File: config.mk
export PLATFORM = sky130hd
export DESIGN_NAME = axi4_arbiter_2to1
export DESIGN_NICKNAME = d
export VERILOG_FILES = /design/src/rtl/axi4_arbiter_2to1.sv
export SDC_FILE = /design/constraint.sdc
export NUM_CORES = 1
export LEC_CHECK = 0
export ABC_AREA = 1
export CELL_PAD_IN_SITES_DETAIL_PLACEMENT = 2
export CELL_PAD_IN_SITES_GLOBAL_PLACEMENT = 2
export CORE_AREA = 2 2 221 223
export CTS_CLUSTER_SIZE = 20
export DETAILED_ROUTE_END_ITERATION = 10
export DIE_AREA = 0 0 223 225
export GPL_ROUTABILITY_DRIVEN = 0
export PLACE_DENSITY_LB_ADDON = 0.1
export SLEW_MARGIN = 30
export SYNTH_ARGS = -nofsm -noshare
export SYNTH_HDL_FRONTEND = slang
export SYNTH_SLANG_ARGS = --single-unit
export TNS_END_PERCENT = 50
File: constraint.sdc
create_clock -name clock -period 1.1 [get_ports clock]
set_input_delay 0.11 -clock clock [delete_from_list [all_inputs] [get_ports clock]]
set_output_delay 0.11 -clock clock [all_outputs]
set_load 0.005 [all_outputs]
File: src/rtl/axi4_arbiter_2to1.sv
`default_nettype none
// axi4_arbiter_2to1: round-robin 2:1 AXI4 arbiter, independent read/write paths,
// one outstanding transaction per path, bursts never interleaved. Rev 1.0
module axi4_arbiter_2to1 #(
   parameter int ID_W   = 4,
   parameter int ADDR_W = 32,
   parameter int DATA_W = 32
) (
   input  logic                          clock,
   input  logic                          reset,
   // master 0 (IFU)
   input  logic                          m0_arvalid,
   output logic                          m0_arready,
   input  logic [ID_W+ADDR_W+13-1:0]     m0_ar,
   output logic                          m0_rvalid,
   input  logic                          m0_rready,
   output logic [ID_W+DATA_W+3-1:0]      m0_r,
   input  logic                          m0_awvalid,
   output logic                          m0_awready,
   input  logic [ID_W+ADDR_W+13-1:0]     m0_aw,
   input  logic                          m0_wvalid,
   output logic                          m0_wready,
   input  logic [DATA_W+DATA_W/8+1-1:0]  m0_w,
   output logic                          m0_bvalid,
   input  logic                          m0_bready,
   output logic [ID_W+2-1:0]             m0_b,
   // master 1 (LSU)
   input  logic                          m1_arvalid,
   output logic                          m1_arready,
   input  logic [ID_W+ADDR_W+13-1:0]     m1_ar,
   output logic                          m1_rvalid,
   input  logic                          m1_rready,
   output logic [ID_W+DATA_W+3-1:0]      m1_r,
   input  logic                          m1_awvalid,
   output logic                          m1_awready,
   input  logic [ID_W+ADDR_W+13-1:0]     m1_aw,
   input  logic                          m1_wvalid,
   output logic                          m1_wready,
   input  logic [DATA_W+DATA_W/8+1-1:0]  m1_w,
   output logic                          m1_bvalid,
   input  logic                          m1_bready,
   output logic [ID_W+2-1:0]             m1_b,
   // shared slave port
   output logic                          s_arvalid,
   input  logic                          s_arready,
   output logic [ID_W+ADDR_W+13-1:0]     s_ar,
   input  logic                          s_rvalid,
   output logic                          s_rready,
   input  logic [ID_W+DATA_W+3-1:0]      s_r,
   output logic                          s_awvalid,
   input  logic                          s_awready,
   output logic [ID_W+ADDR_W+13-1:0]     s_aw,
   output logic                          s_wvalid,
   input  logic                          s_wready,
   output logic [DATA_W+DATA_W/8+1-1:0]  s_w,
   input  logic                          s_bvalid,
   output logic                          s_bready,
   input  logic [ID_W+2-1:0]             s_b
);

   typedef enum logic [1:0] {RD_IDLE = 2'd0, RD_ADDR = 2'd1, RD_DATA = 2'd2} rd_state_t;
   typedef enum logic [1:0] {WR_IDLE = 2'd0, WR_XFER = 2'd1, WR_RESP = 2'd2} wr_state_t;

   rd_state_t rd_state_q, rd_state_d;
   wr_state_t wr_state_q, wr_state_d;
   logic      rd_gnt_q, rd_gnt_d;
   logic      last_rd_q, last_rd_d;
   logic      wr_gnt_q, wr_gnt_d;
   logic      last_wr_q, last_wr_d;
   logic      aw_done_q, aw_done_d;
   logic      w_done_q, w_done_d;

   // granted-master selections; grant register value 1 means m1
   logic                         rd_arvalid, rd_rready;
   logic [ID_W+ADDR_W+13-1:0]    rd_ar;
   logic                         wr_awvalid, wr_wvalid, wr_bready;
   logic [ID_W+ADDR_W+13-1:0]    wr_aw;
   logic [DATA_W+DATA_W/8+1-1:0] wr_w;
   logic                         aw_hs, w_last_hs;

   assign rd_arvalid = rd_gnt_q ? m1_arvalid : m0_arvalid;
   assign rd_ar      = rd_gnt_q ? m1_ar      : m0_ar;
   assign rd_rready  = rd_gnt_q ? m1_rready  : m0_rready;
   assign wr_awvalid = wr_gnt_q ? m1_awvalid : m0_awvalid;
   assign wr_aw      = wr_gnt_q ? m1_aw      : m0_aw;
   assign wr_wvalid  = wr_gnt_q ? m1_wvalid  : m0_wvalid;
   assign wr_w       = wr_gnt_q ? m1_w       : m0_w;
   assign wr_bready  = wr_gnt_q ? m1_bready  : m0_bready;

   // AW and W each close once; their handshakes only count in WR_XFER
   assign aw_hs     = (wr_state_q == WR_XFER) && !aw_done_q && wr_awvalid && s_awready;
   assign w_last_hs = (wr_state_q == WR_XFER) && !w_done_q && wr_wvalid && s_wready && wr_w[0];

   always_ff @(posedge clock or posedge reset) begin
      if (reset) begin
         rd_state_q <= RD_IDLE;
         rd_gnt_q   <= 1'b0;
         last_rd_q  <= 1'b1;
         wr_state_q <= WR_IDLE;
         wr_gnt_q   <= 1'b0;
         last_wr_q  <= 1'b1;
         aw_done_q  <= 1'b0;
         w_done_q   <= 1'b0;
      end else begin
         rd_state_q <= rd_state_d;
         rd_gnt_q   <= rd_gnt_d;
         last_rd_q  <= last_rd_d;
         wr_state_q <= wr_state_d;
         wr_gnt_q   <= wr_gnt_d;
         last_wr_q  <= last_wr_d;
         aw_done_q  <= aw_done_d;
         w_done_q   <= w_done_d;
      end
   end

   always_comb begin
      rd_state_d = rd_state_q;
      rd_gnt_d   = rd_gnt_q;
      last_rd_d  = last_rd_q;
      s_arvalid  = 1'b0;
      s_ar       = '0;
      s_rready   = 1'b0;
      m0_arready = 1'b0;
      m1_arready = 1'b0;
      m0_rvalid  = 1'b0;
      m1_rvalid  = 1'b0;
      m0_r       = '0;
      m1_r       = '0;
      case (rd_state_q)
         RD_IDLE: begin
            if (m0_arvalid && m1_arvalid) begin
               rd_gnt_d   = ~last_rd_q;
               rd_state_d = RD_ADDR;
            end else if (m0_arvalid) begin
               rd_gnt_d   = 1'b0;
               rd_state_d = RD_ADDR;
            end else if (m1_arvalid) begin
               rd_gnt_d   = 1'b1;
               rd_state_d = RD_ADDR;
            end
         end
         RD_ADDR: begin
            s_arvalid = rd_arvalid;
            s_ar      = rd_ar;
            if (rd_gnt_q) m1_arready = s_arready;
            else          m0_arready = s_arready;
            if (rd_arvalid && s_arready) rd_state_d = RD_DATA;
         end
         RD_DATA: begin
            s_rready = rd_rready;
            if (rd_gnt_q) begin
               m1_rvalid = s_rvalid;
               m1_r      = s_r;
            end else begin
               m0_rvalid = s_rvalid;
               m0_r      = s_r;
            end
            if (s_rvalid && rd_rready && s_r[0]) begin
               last_rd_d  = rd_gnt_q;
               rd_state_d = RD_IDLE;
            end
         end
         default: rd_state_d = RD_IDLE;
      endcase
   end

   always_comb begin
      wr_state_d = wr_state_q;
      wr_gnt_d   = wr_gnt_q;
      last_wr_d  = last_wr_q;
      aw_done_d  = aw_done_q;
      w_done_d   = w_done_q;
      s_awvalid  = 1'b0;
      s_aw       = '0;
      s_wvalid   = 1'b0;
      s_w        = '0;
      s_bready   = 1'b0;
      m0_awready = 1'b0;
      m1_awready = 1'b0;
      m0_wready  = 1'b0;
      m1_wready  = 1'b0;
      m0_bvalid  = 1'b0;
      m1_bvalid  = 1'b0;
      m0_b       = '0;
      m1_b       = '0;
      case (wr_state_q)
         WR_IDLE: begin
            if (m0_awvalid && m1_awvalid) begin
               wr_gnt_d   = ~last_wr_q;
               wr_state_d = WR_XFER;
            end else if (m0_awvalid) begin
               wr_gnt_d   = 1'b0;
               wr_state_d = WR_XFER;
            end else if (m1_awvalid) begin
               wr_gnt_d   = 1'b1;
               wr_state_d = WR_XFER;
            end
         end
         WR_XFER: begin
            if (!aw_done_q) begin
               s_awvalid = wr_awvalid;
               s_aw      = wr_aw;
               if (wr_gnt_q) m1_awready = s_awready;
               else          m0_awready = s_awready;
            end
            if (!w_done_q) begin
               s_wvalid = wr_wvalid;
               s_w      = wr_w;
               if (wr_gnt_q) m1_wready = s_wready;
               else          m0_wready = s_wready;
            end
            aw_done_d = aw_done_q || aw_hs;
            w_done_d  = w_done_q || w_last_hs;
            if (aw_done_d && w_done_d) wr_state_d = WR_RESP;
         end
         WR_RESP: begin
            s_bready = wr_bready;
            if (wr_gnt_q) begin
               m1_bvalid = s_bvalid;
               m1_b      = s_b;
            end else begin
               m0_bvalid = s_bvalid;
               m0_b      = s_b;
            end
            if (s_bvalid && wr_bready) begin
               aw_done_d  = 1'b0;
               w_done_d   = 1'b0;
               last_wr_d  = wr_gnt_q;
               wr_state_d = WR_IDLE;
            end
         end
         default: wr_state_d = WR_IDLE;
      endcase
   end

endmodule
`default_nettype wire

==> impl_metrics.tcl, run 1 <==
set metrics [dict create \
    outcome "finished, violations left" \
    violations "setup timing" \
    start_util 0.0699 \
    synth-seq-cells 10 \
    drt_iter0_drc 100 \
    syn_avg_cell_area_um2 4.64 \
    drive_above_1_share 0.475 \
    postCtsHoldBufs 0 \
    synth.cell_area_um2 3320 \
    synth_fp_nets 1048 \
    ys_seq_area_frac 0.0760 \
    synth-compound-area-share 0.163 \
    core_um2 47500 \
    die-area_um2 50200 \
    synth_edf_count 0 \
    ys_types 27 \
    post_drt_wl_per_cell_um 19.7 \
    leakage_nw 6.15 \
    cp-start-kind "flop" \
    antenna_found_initial 10 \
    crit_arrival_ps 1680 \
    final_nets 1795 \
    wirelength_mm 41.0 \
    crit_required_ps 990 \
    critical_path_buf_inv_count 6 \
    rsz0062_at_grt "yes" \
    final_common_cell "clkdlybuf4s50_1" \
    rr_startpoint "wr_state_q[1]" \
    final_cells 2079 \
    grt_pass1_wl_mm 56.1 \
    cap_viol_max_count 0 \
    finish.utilization 0.270 \
    hpwl_mm 30.8 \
    maxSlewViolCount 0 \
    remaining_drc_errors 0 \
    clock_path_buffers 2 \
    yosys.area_share.simple 0.594 \
    skew_ps 0.557 \
    clk_root_buffer_cell "clkbuf_16" \
    clkSinkCount 10 \
    synth_fa_ha_area_frac 0 \
    cp_max_fo 6 \
    layout_common_cells "clkdlybuf4s50_1 (331), nand2_1 (217), buf_2 (169)" \
    path_class "reg2out" \
    rows 80 \
    dpl_cell_area_um2 10500 \
    synth_top_family_by_area "simple AND/OR/NAND/NOR gates" \
    yosysWarnings 0 \
    max_stage_delay_ps 390 \
    crit_slowest_cell "dfrtp_1" \
    setup_ws_ps -693 \
    io_pins 572 \
    syn2layout_area_growth_pct 285 \
    overflow 0 \
    tightest_slew_ps 305 \
    die_h_um 225 \
    period_share 1.63 \
    multi_input_area_um2 3690 \
    cts_inserted_buffers 3 \
    max-slew-margin-rel 0.797 \
    synth_largest_area_cell "nand2_1" \
    rrSetupSlack_ps -590 \
    via_count 7799 \
    syn_inst 716 \
    synth-xor-area-share 0 \
    stdcell_area_um2 12800 \
    grt_usage 0.149 \
    hold_viol 0 \
    pre_cts_slack_ps -765 \
    grt_pass1_vias 8434 \
    period_minus_slack_ps 1790 \
    cts_tree "yes" \
    drtPass1Iterations 4 \
    finalSetupViolations 250 \
    crit_family "buffers and inverters" \
    synthMuxAreaShare 0 \
    cp_cell_sequence "inv_2, nand2_4, nor2_8, buf_12, buf_8, buf_12, buf_12, nand3_2, nand2_1, buf_2" \
    max_clock_freq_mhz 558 \
    path_clk_slew_ps 50 \
    synthTopCellsByArea "nand2_1 (29%), nand3_1 (15%), nor2_1 (12%), a21oi_1 (12%), inv_1 (7.6%)" \
    clock_latency_ps 240 \
    synthArstFlopShare 1.00 \
    portBuffers 571 \
    die_x_um 223 \
    register_area_um2 259 \
    vias_per_cell 3.75 \
    ir_worst_vdd_uv 635 \
    htree_levels 1 \
    hold_path_class "in2async" \
    reg2reg_depth 12 \
    placedCellCount 1931 \
    synth_ff_type "dfrtp_1" \
    antenna_left 0 \
    powerDensity_nw_per_um2 2320 \
    crit_top_cell "buf_12" \
    r2r-end "wr_state_q[0]" \
    end_kind "output port" \
    fill_cells 5507 \
    grt_start_max_net_pins 42 \
    synth_top_cell_area_share 0.287 \
]
==> logic make-up after synthesis <==
logic type | count (synthesis)
and+or+nand+nor | 476
DFF | 10
AOI/OAI and AO/OA | 100
buffers and inverters | 130
==> cells in the mapped netlist, types with 2 or more instances <==
| cell | number |
|---|---|
| a21oi_1 | 77 |
| a21oi_2 | 10 |
| buf_1 | 2 |
| buf_2 | 19 |
| buf_4 | 5 |
| buf_6 | 3 |
| clkbuf_1 | 29 |
| dfrtp_1 | 8 |
| dfstp_2 | 2 |
| inv_1 | 67 |
| inv_2 | 4 |
| nand2_1 | 254 |
| nand3_1 | 101 |
| nand4_1 | 2 |
| nor2_1 | 107 |
| nor2_4 | 2 |
| nor3_1 | 4 |
| nor4_1 | 2 |
| o21ai_0 | 9 |
| o21ai_1 | 2 |
==> where the power goes <==
group          total (W)  switching (W)  internal (W)
Clock           0.000752       0.000202      0.000550
Sequential      0.000768       0.000201      0.000567
Combinational     0.0282         0.0129        0.0153
==> worst reg2reg max path, cell delays in order, from the launching register on <==
cell     delay (ps)
dfrtp_1         390
buf_6           130
nor2_4          150
nand2_8         100
buf_16          160
buf_8           130
nor2_4          110
buf_6           100
nand2_4          50
nand2_4          80
nand2_2          50
nand2_1          60
o21ai_1          60
==> layer usage <==
| metal | vias to the layer above | wire (um) | track usage |
|---|---|---|---|
| met5 | - | 92 | 0 |
| met1 | 3687 | 14400 | 0.148 |
| met2 | 309 | 21700 | 0.287 |
| li1 | 3763 | - | - |
| met4 | 16 | 327 | 0.0169 |
| met3 | 24 | 4510 | 0.0728 |
==> metrics by stage <==
stage	power [W]	setup TNS, ps	hold WS (ps)
3_3_place_gp	0.0202	-143730	433
5_1_grt	0.0320	-152680	212
2_1_floorplan	0.00789	-4750	-51.3
3_5_place_dp	0.0203	-146430	440
4_1_cts	0.0275	-154670	183
6_report	0.0297	-131540	172
==> area by class of cell <==
type | count | share of cell area
repair buffers | 799 | 0.602
diodes | 2 | 0.000391
multi-input cells | 577 | 0.288
flip-flops and latches | 10 | 0.0202
inverters | 72 | 0.0223
clock buffers | 4 | 0.00693
well taps | 615 | 0.0601
==> worst max path at each step <==
| stage | from | endpoint | slack, ps | cells past startpoint |
|---|---|---|---|---|
| 2_1_floorplan | wr_state_q[1] | s_aw[15] | -80 | 7 |
| 3_3_place_gp | wr_state_q[1] | s_aw[29] | -770 | 7 |
| 3_5_place_dp | wr_state_q[1] | m0_b[1] | -770 | 7 |
| 4_1_cts | rd_state_q[1] | m0_r[32] | -800 | 6 |
| 5_1_grt | wr_state_q[1] | s_aw[2] | -790 | 10 |
| 6_report | wr_state_q[1] | s_aw[2] | -690 | 10 |
==> state kept, by name, indices dropped and copies added, names as in the netlist <==
signal	count
rd_gnt_q	1
wr_gnt_q	1
last_wr_q	1
last_rd_q	1
aw_done_q	1
wr_state_q	2
rd_state_q	2
w_done_q	1
==> what timing repair did <==
action                                  CTS  global route
cloned                                   17            11
resized for setup                       726           528
setup buffers                            76            62
endpoints found under the setup margin  249           250
pin swaps                                40            50
Power figures use the tool's default switching activity.
==> run 2: changes to the inputs <==
--- a/config.mk
+++ b/config.mk
@@ -18,4 +18,3 @@
 export SYNTH_ARGS = -nofsm -noshare
 export SYNTH_HDL_FRONTEND = slang
 export SYNTH_SLANG_ARGS = --single-unit
-export TNS_END_PERCENT = 50
==> run 2 against run 1 <==
  * The flow still finishes with violations (setup timing)
  * Sequential power hardly changed
  * First-iteration DRC count is 27% higher
  * Cell count decreased by 0.58%
  * Clock skew hardly changed
  * Worst hold slack lost 5.4 ps
  * Die area did not move
  * Maximum frequency grew 1.1%
  * Non-clock buffer count shrank 14
  * Global-route usage is 0.68 points lower
  * Critical path type unchanged
  * Critical endpoint is now m0_b[2]
  * Largest power group unchanged
  * Highest routed layer unchanged
==> impl_metrics.tcl, run 2 (synthesis results as in run 1) <==
set metrics [dict create \
    violations "setup timing" \
    end_kind "output port" \
    finalSetupViolations 249 \
    max_clock_freq_mhz 564 \
    drt_iter0_drc 127 \
    p_clk_frac 0.022 \
    cp_max_fo 7 \
    drive_above_1_share 0.494 \
    rsz0062_at_grt "yes" \
    period_share 1.61 \
    rows 80 \
    remaining_drc_errors 0 \
    grt_usage 0.142 \
    vias_per_cell 3.80 \
    layout_common_cells "clkdlybuf4s50_1 (331), nand2_1 (194), buf_2 (138)" \
    crit_slowest_cell "dfrtp_4" \
    portBuffers 571 \
    grt_start_max_net_pins 47 \
    fill_cells 5433 \
    hold_path_class "in2async" \
    core_um2 47500 \
    leakage_nw 6.47 \
    cap_viol_max_count 0 \
    power.internal_w 0.0168 \
    tightest_slew_ps 243 \
    drtPass1Iterations 4 \
    max-slew-margin-rel 0.836 \
    cp_cell_sequence "inv_4, buf_12, buf_4, buf_6, nand2_8, buf_4, buf_4, nor2_1, buf_2" \
    cts_tree "yes" \
    outcome "finished, violations left" \
    path_class "reg2out" \
    power.switching_w 0.0140 \
    final_cells 2067 \
    cts_inserted_buffers 3 \
    crit_arrival_ps 1660 \
    final_nets 1780 \
    ir_worst_vdd_uv 851 \
    antenna_left 0 \
    clock_latency_ps 240 \
    overflow 0 \
    grt_pass1_vias 7973 \
    period_minus_slack_ps 1770 \
    maxSlewViolCount 0 \
    wirelength_mm 42.8 \
    die-area_um2 50200 \
    via_count 7864 \
    die_x_um 223 \
    fin_tns_setup_ps -122970 \
    seq_power_share 0.025 \
    top_regs "rd_state_q (2), wr_state_q (2)" \
    die_h_um 225 \
    final_common_cell "clkdlybuf4s50_1" \
    swShare 0.455 \
    powerDensity_nw_per_um2 2300 \
    path_clk_slew_ps 50 \
    setup_ws_ps -673 \
    hpwl_mm 30.7 \
    post_drt_wl_per_cell_um 20.7 \
    power.total_w 0.0308 \
    skew_ps 0.450 \
    combPwrFrac 0.953 \
    postCtsHoldBufs 0 \
    grt_pass1_wl_mm 53.8 \
    placedCellCount 1918 \
    crit_required_ps 990 \
    clk_root_buffer_cell "clkbuf_16" \
    io_pins 572 \
    start_util 0.0699 \
    syn2layout_area_growth_pct 302 \
    clock_path_buffers 2 \
    htree_levels 1 \
    clkSinkCount 10 \
    hold_viol 0 \
    antenna_found_initial 11 \
    crit_top_cell "buf_4" \
    max_stage_delay_ps 510 \
    cp-start-kind "flop" \
]
==> run 2: cell types whose count changed in the layout (fill, tap and decap cells not counted), moves of 12 or more <==
cell and delta:
buf_4 -12, nand2_1 -23, clkbuf_2 +12, dlygate4sd2_1 -18
dlymetal6s2s_1 +18, nand3_2 -12, clkbuf_16 +21, buf_2 -31
nor2_4 +16, nand2_2 +14
==> run 2: final timing paths <==
kind | start | endpoint | slack (ps) | cells after the start
min in group clock | last_rd_q | last_rd_q | 470 | 2
setup / recovery | wr_gnt_q | m0_b[2] | -670 | 9
max in group asynchronous | reset | last_wr_q | 700 | 3
hold reg to reg | last_rd_q | last_rd_q | 470 | 2
setup reg to reg | wr_state_q[1] | wr_state_q[0] | -570 | 12
hold / removal | reset | rd_state_q[1] | 170 | 3
==> run 2: stage by stage <==
stage          setup WS [ps]   util  instance area [um^2]  hold slack (ps)
2_1_floorplan          -79.9      -                  3430            -51.3
3_3_place_gp            -821  0.218                 10400              424
3_5_place_dp            -820  0.218                 10400              431
4_1_cts                 -961  0.235                 11200              173
5_1_grt                 -746  0.281                 13400              189
6_report                -673  0.281                 13400              167
==> run 2: metal layers <==
layer	vias up	routed length (um)	track usage
li1	3732	-	-
met1	3774	15000	0.143
met2	326	23000	0.270
met3	20	4470	0.0691
met4	12	302	0.0184
met5	-	82	0
==> run 2: area by class of cell <==
class,instances,area [um^2],area share
sequential,10,259,0.0194
antenna,5,12.5,0.000936
multi-input combinational,576,3970,0.297
timing repair buffer,785,8000,0.598
tap,615,769,0.0575
inverter,72,285,0.0213
clock buffer,4,78.8,0.00589
==> run 2: timing repair <==
action                     CTS  global route
setup endpoints to repair  249           250
gates cloned                10            40
resized for setup          352           909
buffers inserted            29            75
pin swaps                   10            70
==> run 2: critical path, delay by kind of cell, from the launching register on <==
kind | cells | cell delay (ps)
flops | 1 | 510
simple gates | 2 | 120
buf+inv | 7 | 800
==> run 2: power by group through the flow <==
stage	logic, W	registers (W)	clock network [W]
3_5_place_dp	0.0192	0.000697	0
2_1_floorplan	0.00728	0.000663	0
6_report	0.0293	0.000771	0.000687
3_3_place_gp	0.0192	0.000692	0
4_1_cts	0.0224	0.000741	0.000709
5_1_grt	0.0315	0.000801	0.000735
